$ cat src/rtl/coh_ctrl_mp.sv
`default_nettype none
// coh_ctrl_mp: N-CPU snoop coherence controller and shared RAM arbiter.
// Revision 1.0
module coh_ctrl_mp #(
  parameter int NCPU   = 4,
  parameter int ADDR_W = 32,
  parameter int WORD_W = 32
) (
  input  logic                     CLK,
  input  logic                     RST,
  input  logic [NCPU-1:0]          iREN,
  input  logic [NCPU*ADDR_W-1:0]   iaddr,
  output logic [NCPU-1:0]          iwait,
  output logic [NCPU*WORD_W-1:0]   iload,
  input  logic [NCPU-1:0]          dREN,
  input  logic [NCPU-1:0]          dWEN,
  input  logic [NCPU*ADDR_W-1:0]   daddr,
  input  logic [NCPU*WORD_W-1:0]   dstore,
  output logic [NCPU-1:0]          dwait,
  output logic [NCPU*WORD_W-1:0]   dload,
  input  logic [NCPU-1:0]          cctrans,
  input  logic [NCPU-1:0]          ccwrite,
  output logic [NCPU-1:0]          ccwait,
  output logic [NCPU-1:0]          ccinv,
  output logic [NCPU*ADDR_W-1:0]   ccsnoopaddr,
  output logic                     ramREN,
  output logic                     ramWEN,
  output logic [ADDR_W-1:0]        ramaddr,
  output logic [WORD_W-1:0]        ramstore,
  input  logic [WORD_W-1:0]        ramload,
  input  logic                     ram_ready
);

  localparam int IW = (NCPU > 1) ? $clog2(NCPU) : 1;

  localparam logic [1:0] S_IDLE  = 2'd0;
  localparam logic [1:0] S_SNOOP = 2'd1;
  localparam logic [1:0] S_C2C   = 2'd2;
  localparam logic [1:0] S_RAMRD = 2'd3;

  logic [1:0]    state, state_n;
  logic [IW-1:0] req, req_n, src, src_n, drr, drr_n, irr, irr_n;

  logic [ADDR_W-1:0] iaddr_a [NCPU];
  logic [ADDR_W-1:0] daddr_a [NCPU];
  logic [WORD_W-1:0] dstore_a[NCPU];
  logic [WORD_W-1:0] iload_a [NCPU];
  logic [WORD_W-1:0] dload_a [NCPU];
  logic [ADDR_W-1:0] snoop_a [NCPU];

  for (genvar k = 0; k < NCPU; k++) begin : g_cpu
    assign iaddr_a[k]  = iaddr[k*ADDR_W +: ADDR_W];
    assign daddr_a[k]  = daddr[k*ADDR_W +: ADDR_W];
    assign dstore_a[k] = dstore[k*WORD_W +: WORD_W];
    assign iload[k*WORD_W +: WORD_W]       = iload_a[k];
    assign dload[k*WORD_W +: WORD_W]       = dload_a[k];
    assign ccsnoopaddr[k*ADDR_W +: ADDR_W] = snoop_a[k];
  end

  function automatic logic [IW-1:0] inc(input logic [IW-1:0] x);
    return (x == IW'(NCPU - 1)) ? '0 : x + 1'b1;
  endfunction

  // Returns {found, index} of the first set bit scanning cyclically from p.
  function automatic logic [IW:0] rr_pick(input logic [NCPU-1:0] v, input logic [IW-1:0] p);
    logic [IW-1:0] c, r;
    logic          f;
    c = p;
    r = '0;
    f = 1'b0;
    for (int i = 0; i < NCPU; i++) begin
      if (!f && v[c]) begin
        f = 1'b1;
        r = c;
      end
      c = inc(c);
    end
    return {f, r};
  endfunction

  function automatic logic [IW:0] lowest(input logic [NCPU-1:0] v);
    logic [IW:0] r;
    r = '0;
    for (int i = NCPU - 1; i >= 0; i--) begin
      if (v[i]) r = {1'b1, IW'(i)};
    end
    return r;
  endfunction

  logic [IW:0] cc_pick, if_pick, wb_pick, sup_pick;
  assign cc_pick  = rr_pick(cctrans, drr);
  assign if_pick  = rr_pick(iREN, irr);
  assign wb_pick  = lowest(dWEN);
  assign sup_pick = lowest(ccwrite & ~(NCPU'(1) << req));

  always_ff @(posedge CLK) begin
    if (RST) begin
      state <= S_IDLE;
      req   <= '0;
      src   <= '0;
      drr   <= '0;
      irr   <= '0;
    end else begin
      state <= state_n;
      req   <= req_n;
      src   <= src_n;
      drr   <= drr_n;
      irr   <= irr_n;
    end
  end

  always_comb begin
    state_n = state;
    req_n   = req;
    src_n   = src;
    drr_n   = drr;
    irr_n   = irr;
    case (state)
      S_IDLE: begin
        if (cc_pick[IW]) begin
          req_n   = cc_pick[IW-1:0];
          drr_n   = inc(cc_pick[IW-1:0]);
          state_n = S_SNOOP;
        end else if (!wb_pick[IW] && if_pick[IW] && ram_ready) begin
          irr_n = inc(if_pick[IW-1:0]);
        end
      end
      S_SNOOP: begin
        if (!cctrans[req]) begin
          state_n = S_IDLE;
        end else if (sup_pick[IW]) begin
          src_n   = sup_pick[IW-1:0];
          state_n = S_C2C;
        end else begin
          state_n = S_RAMRD;
        end
      end
      default: begin
        if (!cctrans[req]) state_n = S_IDLE;
      end
    endcase
  end

  always_comb begin
    iwait    = '1;
    dwait    = '1;
    ccwait   = '0;
    ccinv    = '0;
    ramREN   = 1'b0;
    ramWEN   = 1'b0;
    ramaddr  = '0;
    ramstore = '0;
    for (int j = 0; j < NCPU; j++) begin
      iload_a[j] = '0;
      dload_a[j] = '0;
      snoop_a[j] = '0;
    end
    if (state == S_IDLE) begin
      if (cc_pick[IW]) begin
        ccwait = ~(NCPU'(1) << cc_pick[IW-1:0]);
      end else if (wb_pick[IW]) begin
        ramWEN   = 1'b1;
        ramaddr  = daddr_a[wb_pick[IW-1:0]];
        ramstore = dstore_a[wb_pick[IW-1:0]];
        dwait[wb_pick[IW-1:0]] = !ram_ready;
      end else if (if_pick[IW]) begin
        ramREN  = 1'b1;
        ramaddr = iaddr_a[if_pick[IW-1:0]];
        if (ram_ready) begin
          iwait[if_pick[IW-1:0]]   = 1'b0;
          iload_a[if_pick[IW-1:0]] = ramload;
        end
      end
    end else begin
      for (int j = 0; j < NCPU; j++) begin
        if (IW'(j) != req) begin
          snoop_a[j] = daddr_a[req];
          ccwait[j]  = 1'b1;
          ccinv[j]   = ccwrite[req];
        end
      end
      if (state == S_C2C) begin
        dload_a[req] = dstore_a[src];
        ramWEN       = dWEN[src];
        ramaddr      = daddr_a[req];
        ramstore     = dstore_a[src];
        dwait[req]   = !ram_ready;
        dwait[src]   = !ram_ready;
      end else if (state == S_RAMRD) begin
        ramaddr      = daddr_a[req];
        ramREN       = dREN[req] & !dWEN[req];
        ramWEN       = dWEN[req];
        ramstore     = dstore_a[req];
        dload_a[req] = ramload;
        // A ready pulse with no strobe raised does not complete anything.
        dwait[req]   = !(ram_ready && (dREN[req] || dWEN[req]));
      end
    end
  end

endmodule
`default_nettype wire

$ cat config.mk
export PLATFORM = sky130hd
export DESIGN_NAME = coh_ctrl_mp
export DESIGN_NICKNAME = d
export VERILOG_FILES = /design/src/rtl/coh_ctrl_mp.sv
export SDC_FILE = /design/constraint.sdc
export NUM_CORES = 1
export LEC_CHECK = 0
export BUFFER_PORTS_ARGS = -buffer_cell sky130_fd_sc_hd__clkbuf_2
export CORE_AREA = 8 8 342 344
export DETAILED_ROUTE_END_ITERATION = 16
export DIE_AREA = 0 0 350 352
export PLACE_DENSITY = 0.35
export SLEW_MARGIN = 20
export SYNTH_ARGS = -nofsm -noshare
export SYNTH_HDL_FRONTEND = slang
export SYNTH_SLANG_ARGS = --single-unit
$ cat constraint.sdc
create_clock -name CLK -period 4.3 [get_ports CLK]
set_input_delay 0.43 -clock CLK [delete_from_list [all_inputs] [get_ports CLK]]
set_output_delay 0.43 -clock CLK [all_outputs]
set_load 0.05 [all_outputs]
## Word level (Yosys, flattened, before mapping)

Cells that the tools add are included.

- Bitwise logic cells: 18
- Equality and inequality tests: 16
- Shift-type cells: 2
- Add/subtract/negate cells: 8
- Mux-type cells: 150
- Reduce and logical (&&, ||, !) cells: 32
- $lt $le $gt $ge: 22

Operators by type and width:

| operator | count |
|---|---|
| $mux 128 | 9 |
| $mux 32 | 29 |
| $and 128x128->128 | 3 |
| $bmux 32 s2 | 6 |
| $demux 32 s2 | 2 |
| $mux 4 | 13 |
| $mux 1 | 45 |
| $mux 2 | 19 |
| $lt 2x3->1 const B | 12 |
| $bmux 1 s2 | 13 |
| $mux 3 | 8 |
| $eq 2x2->1 const B | 10 |
| $not 4->4 | 5 |
| $add 2x1->2 const B | 8 |
| $logic_and 1x1->1 | 15 |
| $ge 3x3->1 const B | 4 |
| $not 2->3 | 4 |
| $or 4x4->4 | 3 |
| $logic_not 1->1 | 10 |
| $demux 1 s2 | 4 |
| $ge 2x1->1 const B | 4 |
| $shl 1x2->4 const A | 2 |
| $lt 3x1->1 const B | 2 |
| $reduce_and 3->1 | 2 |
| 14 further kinds | 16 |

- Logic and storage cells: 253
- Output and inout bits: 466
- Bits in registers: 10
- Input port bits: 439

## Depth between registers and ports, before layout

Gate-level depths: netlist of the first run.

- Word-level depth: 23
- Mapped depth: 14
- Depth with buffers taken out: 10

## Worst setup path before layout of the first run

No wires, ideal clock.

- Path kind: reg-to-output
- Start point: register irr[0]
- End point: output port iload[108]
- Required time: 3870 ps
- Stages on the path, launching flop included: 14
- Setup slack: 468 ps
- Arrival: 3402 ps
- Path buffers: 4
- Path through: dfxtp_1 ha_1 buf_2 mux4_2 a21o_1 and3_1 o31ai_2 buf_4 clkbuf_1 ha_1 nand2_1 nor2_1 clkbuf_1 and2_1

- Longest elaborated chain between the ends: 23
- Elaborated cells between the ends (all ways): 43
- Classes of those cells: 3 x add/sub; 2 x order compare; 3 x eq/ne; 26 x mux; 2 x bitwise; 7 x reduce/logical

Ends and longest elaborated chain:

| what | line | source |
|---|---|---|
| from (decl) | 42 | `logic [IW-1:0] req, req_n, src, src_n, drr, drr_n, irr, irr_n;` |
| from (signal assigned) | 108 | `irr <= irr_n;` |
| branches (longest 19 deep; another with $ge 3x3->1) | n/a |  |
| $mux 128 (*) | 166 | `end else if (if_pick[IW]) begin` |
| $mux 128 (*) | 161 | `end else if (wb_pick[IW]) begin` |
| $mux 128 (*) | 159 | `if (cc_pick[IW]) begin` |
| $mux 128 (*) | 158 | `if (state == S_IDLE) begin` |
| to (decl) | 14 | `output logic [NCPU*WORD_W-1:0] iload,` |

Every way passes the cells marked *. The select of a mux whose other input is x is not followed.

## Final worst setup path of the first run

- Start point: register drr[0]
- End point: output port ramaddr[8]

- Longest elaborated chain between the ends: 14
- Elaborated cells between the ends (all ways): 29
- Classes of those cells: 3 x add/sub; 3 x eq/ne; 17 x mux; 6 x reduce/logical

Ends and longest elaborated chain:

| what | line | source |
|---|---|---|
| from (decl) | 42 |  |
| from (signal assigned) | 107 | `drr <= drr_n;` |
| branches (longest 11 deep; another with $add 2x1->2) | n/a |  |
| $mux 1 (*) | 72 | `if (!f && v[c]) begin` |
| $mux 32 (*) | 159 |  |
| $mux 32 (*) | 158 |  |
| to (decl) | 28 | `output logic [ADDR_W-1:0] ramaddr,` |

Marks and branches as above.

==> qor.txt, run 1 <==
Status: completed
Hold Path Cell Cnt: 2
Area delta synth->final: 81.5%
Reg-to-reg setup timing slack: 1360 ps
I/O pin count: 905
Port Buf Inserts: 904
Die Span X: 350 um
Vias/cell: 4.10
Final period util: 0.972
HP Start: drr[1]
CTS H-tree lvls: 1
Final Setup Violations: 0
Routability cong.: 0.835
DR pass1 iterations: 6
Clk Latency, worst-skew pair: 240 ps
P_sw: 5520 uW
Critical path class: reg -> out
CTS root buffer: clkbuf_16
Depth of the worst register-to-register path: 8
Total negative slack: 0 ps
Data arrival time of the critical path: 3750 ps
Number of flops mapped to enable cells by yosys: 0
Number of distinct library cells after synthesis: 65
Most common cell after layout, fill and taps aside: clkbuf_2
CTS tree: yes
Initial antenna violation count: 34
RSZ-0062 raised after global routing: no
Maximum vdd drop: 0.000342 V
TritonCTS Sinks: 10
Top_reg_cell synth: dfxtp_1
Clock transition at path regs: 40 ps
DRC Markers: 0
Vias in the first global route: 16200
Global-route wire length before repair: 134000 um
Synth Register Bits: 10
Max Clock Freq: 0.239 GHz
Clk pwr share: 0.022
Final #Nets: 2709
Fillcell total: 13000
Least-Margin Pin Slew: 1020 ps
Routed len/inst: 26.5 um
Cts bufs inserted: 3
Commonest cells after routing, fill and taps aside: clkbuf_2 (809), nor2_1 (276), and2_1 (130)
Total Power: 7720 uW
Netlist Area Pre-Place: 10100 um2
Slew margin rel.: 0.318
Power per Cell Area: 422 nW/um2
Routed Antenna Nets: 0
DR iter-0 viols: 1020
Final wirelength: 99800 um
Vias: 15500
Max-Cap Viols: 0
Slew Viols, Final: 0
Register area share after synthesis: 0.0199
Core area: 112000 um2
Sw frac: 0.715
Clock buffer depth: 2
Pleak: 0.00809 uW
Synthesized Nets: 1883
Crit path launch type: flip-flop
Combinational share of power: 0.937
Largest net degree at the start of global routing: 87
Hold Crit Endpoint: drr[1]
Hold WC Path Type: reg -> reg
Worst R2R End: irr[0]
RR Startpoint: irr[0]
FP Rows: 123
Worst EP required: 3870 ps
Mapped Cells: 1437
Layout cells sized above 1: 0.521
Initial Utilization: 0.0904
Hold_buf cts: 0
Total GRT Usage: 0.150
Crit end category: primary output
Die H: 352 um
Skew final: 5.43 ps
Post-DP HPWL: 83900 um
Crit Path Max Fanout: 41
Tmin final: 4180 ps
Die footprint: 123000 um2
Total gr overflow: 0
Internal power: 2200 uW
Ys Warns: 0
Final Hold Vio Count: 0
Seq pwr share: 0.041
Fraction of registers with async set/reset: 0
Mean Syn Cell Area: 7.02 um2
## kinds of logic (layout without fill, tap and decap cells)
| logic type | count (synthesis) | in the layout | share of synthesized area |
|---|---|---|---|
| buffers and inverters | 181 | 1006 | 0.0745 |
| and+or+nand+nor | 623 | 623 | 0.304 |
| other | 0 | 8 | 0 |
| muxes | 204 | 204 | 0.297 |
| adders and majority gates | 7 | 7 | 0.00869 |
| AOI/OAI and AO/OA | 412 | 412 | 0.296 |
| DFF | 10 | 10 | 0.0199 |
## worst max path at each step
stage,startpoint,endpoint,slack [ps],depth (start not counted)
after global routing,irr[0],iload[96],5,11
after detailed placement,drr[0],ramstore[16],-130,9
after CTS,drr[0],ramstore[1],40,9
final,drr[0],ramaddr[8],120,10
after floorplan,irr[0],iload[108],470,13
after global placement,drr[0],ramstore[16],-80,9
## synth_stat cells, types with 29 or more instances
cell | n | share of area
o22ai_1 | 35 | 0.022
and2_1 | 131 | 0.081
nor2_1 | 281 | 0.10
a21oi_1 | 91 | 0.045
nor3_1 | 37 | 0.018
nand2_1 | 58 | 0.022
mux4_2 | 71 | 0.16
and3_1 | 33 | 0.020
nand2b_1 | 29 | 0.018
a222oi_1 | 32 | 0.032
o221ai_1 | 32 | 0.028
o21ai_0 | 51 | 0.025
mux2_2 | 48 | 0.054
clkbuf_1 | 119 | 0.044
a211o_1 | 34 | 0.030
o22a_1 | 34 | 0.030
mux2i_1 | 85 | 0.084
a211oi_1 | 43 | 0.032
## power by group through the flow
| stage | sequential [uW] | combinational [uW] | clock (uW) |
|---|---|---|---|
| 2_1_floorplan | 131 | 4970 | 0 |
| 3_3_place_gp | 329 | 7350 | 0 |
| 3_5_place_dp | 329 | 7320 | 0 |
| 4_1_cts | 328 | 7350 | 171 |
| 5_1_grt | 335 | 7630 | 178 |
| 6_report | 318 | 7230 | 168 |
## critical path, cell delays in order (launching register included)
cell and delay, ps:
dfxtp_1 380, ha_1 440, mux2i_1 250, or4b_4 510, a21o_1 210, nor2_1 190, nand2_4 290, buf_12 310
o22ai_1 430, a211o_1 150, clkbuf_2 280
## metal layers
| layer | GRT usage | part of all wire |
|---|---|---|
| met5 | 0 | 0.00075 |
| met4 | 0.0240 | 0.018 |
| met3 | 0.0340 | 0.069 |
| met2 | 0.298 | 0.54 |
| met1 | 0.162 | 0.37 |
## flip-flops by register name, indices dropped and copies added, names as in the netlist
register	flops
src	2
req	2
irr	2
drr	2
state	2
## final cells by class
class | instances | area (um2) | share of cell area
Antenna cell | 8 | 20.0 | 0.00109
Clock buffer | 3 | 75.1 | 0.00410
Clock inverter | 1 | 3.75 | 0.000205
Inverter | 16 | 60.1 | 0.00328
Multi-Input combinational cell | 1246 | 9280 | 0.507
Sequential cell | 10 | 213 | 0.0116
Tap cell | 1500 | 1880 | 0.103
Timing Repair Buffer | 986 | 6770 | 0.370
## repair_timing
item,in CTS,in global routing
endpoints found under the hold margin,0,0
cloned,0,1
gates resized for setup,8,4
pin swaps,0,1
buffers inserted,0,2
endpoints found under the setup margin,6,5
## stage by stage
step	cells	hold slack [ps]	utilization	setup slack [ps]	area (um2)
after floorplan	1437	486	-	468	10100
after global placement	3754	507	0.162	-83.4	18100
after detailed placement	3755	513	0.163	-132	18100
after CTS	3759	517	0.163	39.2	18200
after global routing	3763	560	0.164	4.66	18300
final	3770	520	0.164	121	18300
No activity file was read; power rests on OpenSTA's default activity.
==> run 2, diff against run 1 <==
==> constraint.sdc (replaced) <==
create_clock -name CLK -period 4.3 [get_ports CLK]
set_input_delay 0.86 -clock CLK [delete_from_list [all_inputs] [get_ports CLK]]
set_output_delay 0.86 -clock CLK [all_outputs]
set_load 0.05 [all_outputs]
==> run 2 against run 1 <==
  * First-iteration DRC count grew 6.0%
  * Combinational power grew 7.3%
  * Fmax shrank 0.63%
  * Sequential share of layout area shrank 0.12 points
  * Largest cell class unchanged
==> qor.txt, run 2 (synthesis results as in run 1) <==
Status: completed
Routability cong.: 0.860
Commonest cells after routing, fill and taps aside: clkbuf_2 (725), nor2_1 (276), buf_12 (181)
Most common cell after layout, fill and taps aside: clkbuf_2
Worst EP required: 3440 ps
DR iter-0 viols: 1081
Vias in the first global route: 16400
Least-Margin Pin Slew: 1010 ps
Critical path class: in -> out
Routed len/inst: 26.6 um
Total gr overflow: 0
TritonCTS Sinks: 10
Routed Antenna Nets: 0
Cts bufs inserted: 3
Final #Nets: 2796
Total GRT Usage: 0.152
Crit end category: primary output
Tmin final: 4210 ps
Clock transition at path regs: 40 ps
Final Hold Vio Count: 0
Crit path from: iREN[2]
Hold_buf cts: 0
CTS tree: yes
I/O pin count: 905
Slew margin rel.: 0.325
Global-route wire length before repair: 135000 um
Max Clock Freq: 0.238 GHz
RSZ-0062 raised after global routing: yes
CTS H-tree lvls: 1
Max-Cap Viols: 0
Skew final: 2.47 ps
Min setup slack post-route: 94.4 ps
Post-DP HPWL: 86200 um
Core area: 112000 um2
Post-DP Area: 19800 um2
DR pass1 iterations: 6
Initial Utilization: 0.0904
Power per Cell Area: 403 nW/um2
RR Startpoint: irr[0]
Final wirelength: 103000 um
Pre-CTS setup slack: 3.68 ps
Hold WC Path Type: reg -> reg
Vias: 15900
Slew Viols, Final: 0
Data arrival time of the critical path: 3350 ps
Vias/cell: 4.12
Clock buffer depth: 2
Die H: 352 um
Maximum vdd drop: 0.000395 V
Crit Path Max Fanout: 8
CTS root buffer: clkbuf_16
Area delta synth->final: 103%
Layout cells sized above 1: 0.566
Largest net degree at the start of global routing: 45
DRC Markers: 0
Port Buf Inserts: 904
Pleak: 0.00895 uW
FP Rows: 123
HP Start: drr[1]
Fillcell total: 12700
Layout Cell Area excl Fill: 20400 um2
Initial antenna violation count: 29
Crit path launch type: input port
Final Setup Violations: 0
Layout Utilization: 0.183
Die Span X: 350 um
Final period util: 0.978
Die footprint: 123000 um2
Clk Latency, worst-skew pair: 240 ps
-- run 2: cell types whose count changed in the layout (fill, tap and decap cells not counted), sizes merged --
cell / previous run / this run
buf: 176 / 339
diode: 8 / 11
clkbuf: 813 / 738
clkinv: 1 / 0
-- run 2: metrics by stage --
stage	cells	total power [uW]	TNS (ps)	hold WS, ps
after global placement	3825	8070	0	506
after floorplan	1437	5110	-426	486
final	3860	8230	0	504
after CTS	3829	8260	0	518
after detailed placement	3825	8050	0	512
after global routing	3853	8660	-119	522
-- run 2: worst paths after layout --
kind | end | slack (ps) | cells past startpoint
min | drr[1] | 500 | 2
max | ramaddr[7] | 90 | 11
min reg2reg | drr[1] | 500 | 2
max reg2reg | irr[0] | 1470 | 11
-- run 2: report_power, final --
part | leakage, uW | switching [uW] | total, uW | internal (uW)
Combinational | 0.00882 | 5410 | 7760 | 2350
Clock | 0.0000442 | 44.9 | 185 | 140
Sequential | 0.0000849 | 163 | 287 | 124
-- run 2: worst max-delay path, cell delays in order --
cell      delay [ps]
buf_2            130
mux4_2           510
or3_4            400
o221ai_4         180
buf_8            170
buf_12           150
buf_12           140
mux2i_1          220
nor2_1            60
a211o_1          300
buf_4            190
-- run 2: area by class of cell --
class                   count  area, um2  area share
diodes                     11       27.5     0.00135
clock buffers               4       88.8     0.00435
inverters                  16       60.1     0.00294
multi-input cells        1246       9510       0.465
flip-flops and latches     10        214      0.0105
well taps                1500       1880      0.0918
repair buffers           1073       8660       0.424
-- run 2: layer usage --
layer  up-vias  wire [um]  global-route usage
met1      7791      38200               0.165
li1       7253          -                   -
met3       100       7270              0.0363
met4        22       2380              0.0274
met5         -        138                   0
met2       733      54500               0.295
-- run 2: what timing repair did --
| action | in CTS | in global routing |
|---|---|---|
| pin swaps | 0 | 7 |
| buffers inserted | 0 | 13 |
| setup endpoints to repair | 26 | 144 |
| cloned | 0 | 7 |
| resized for setup | 4 | 112 |
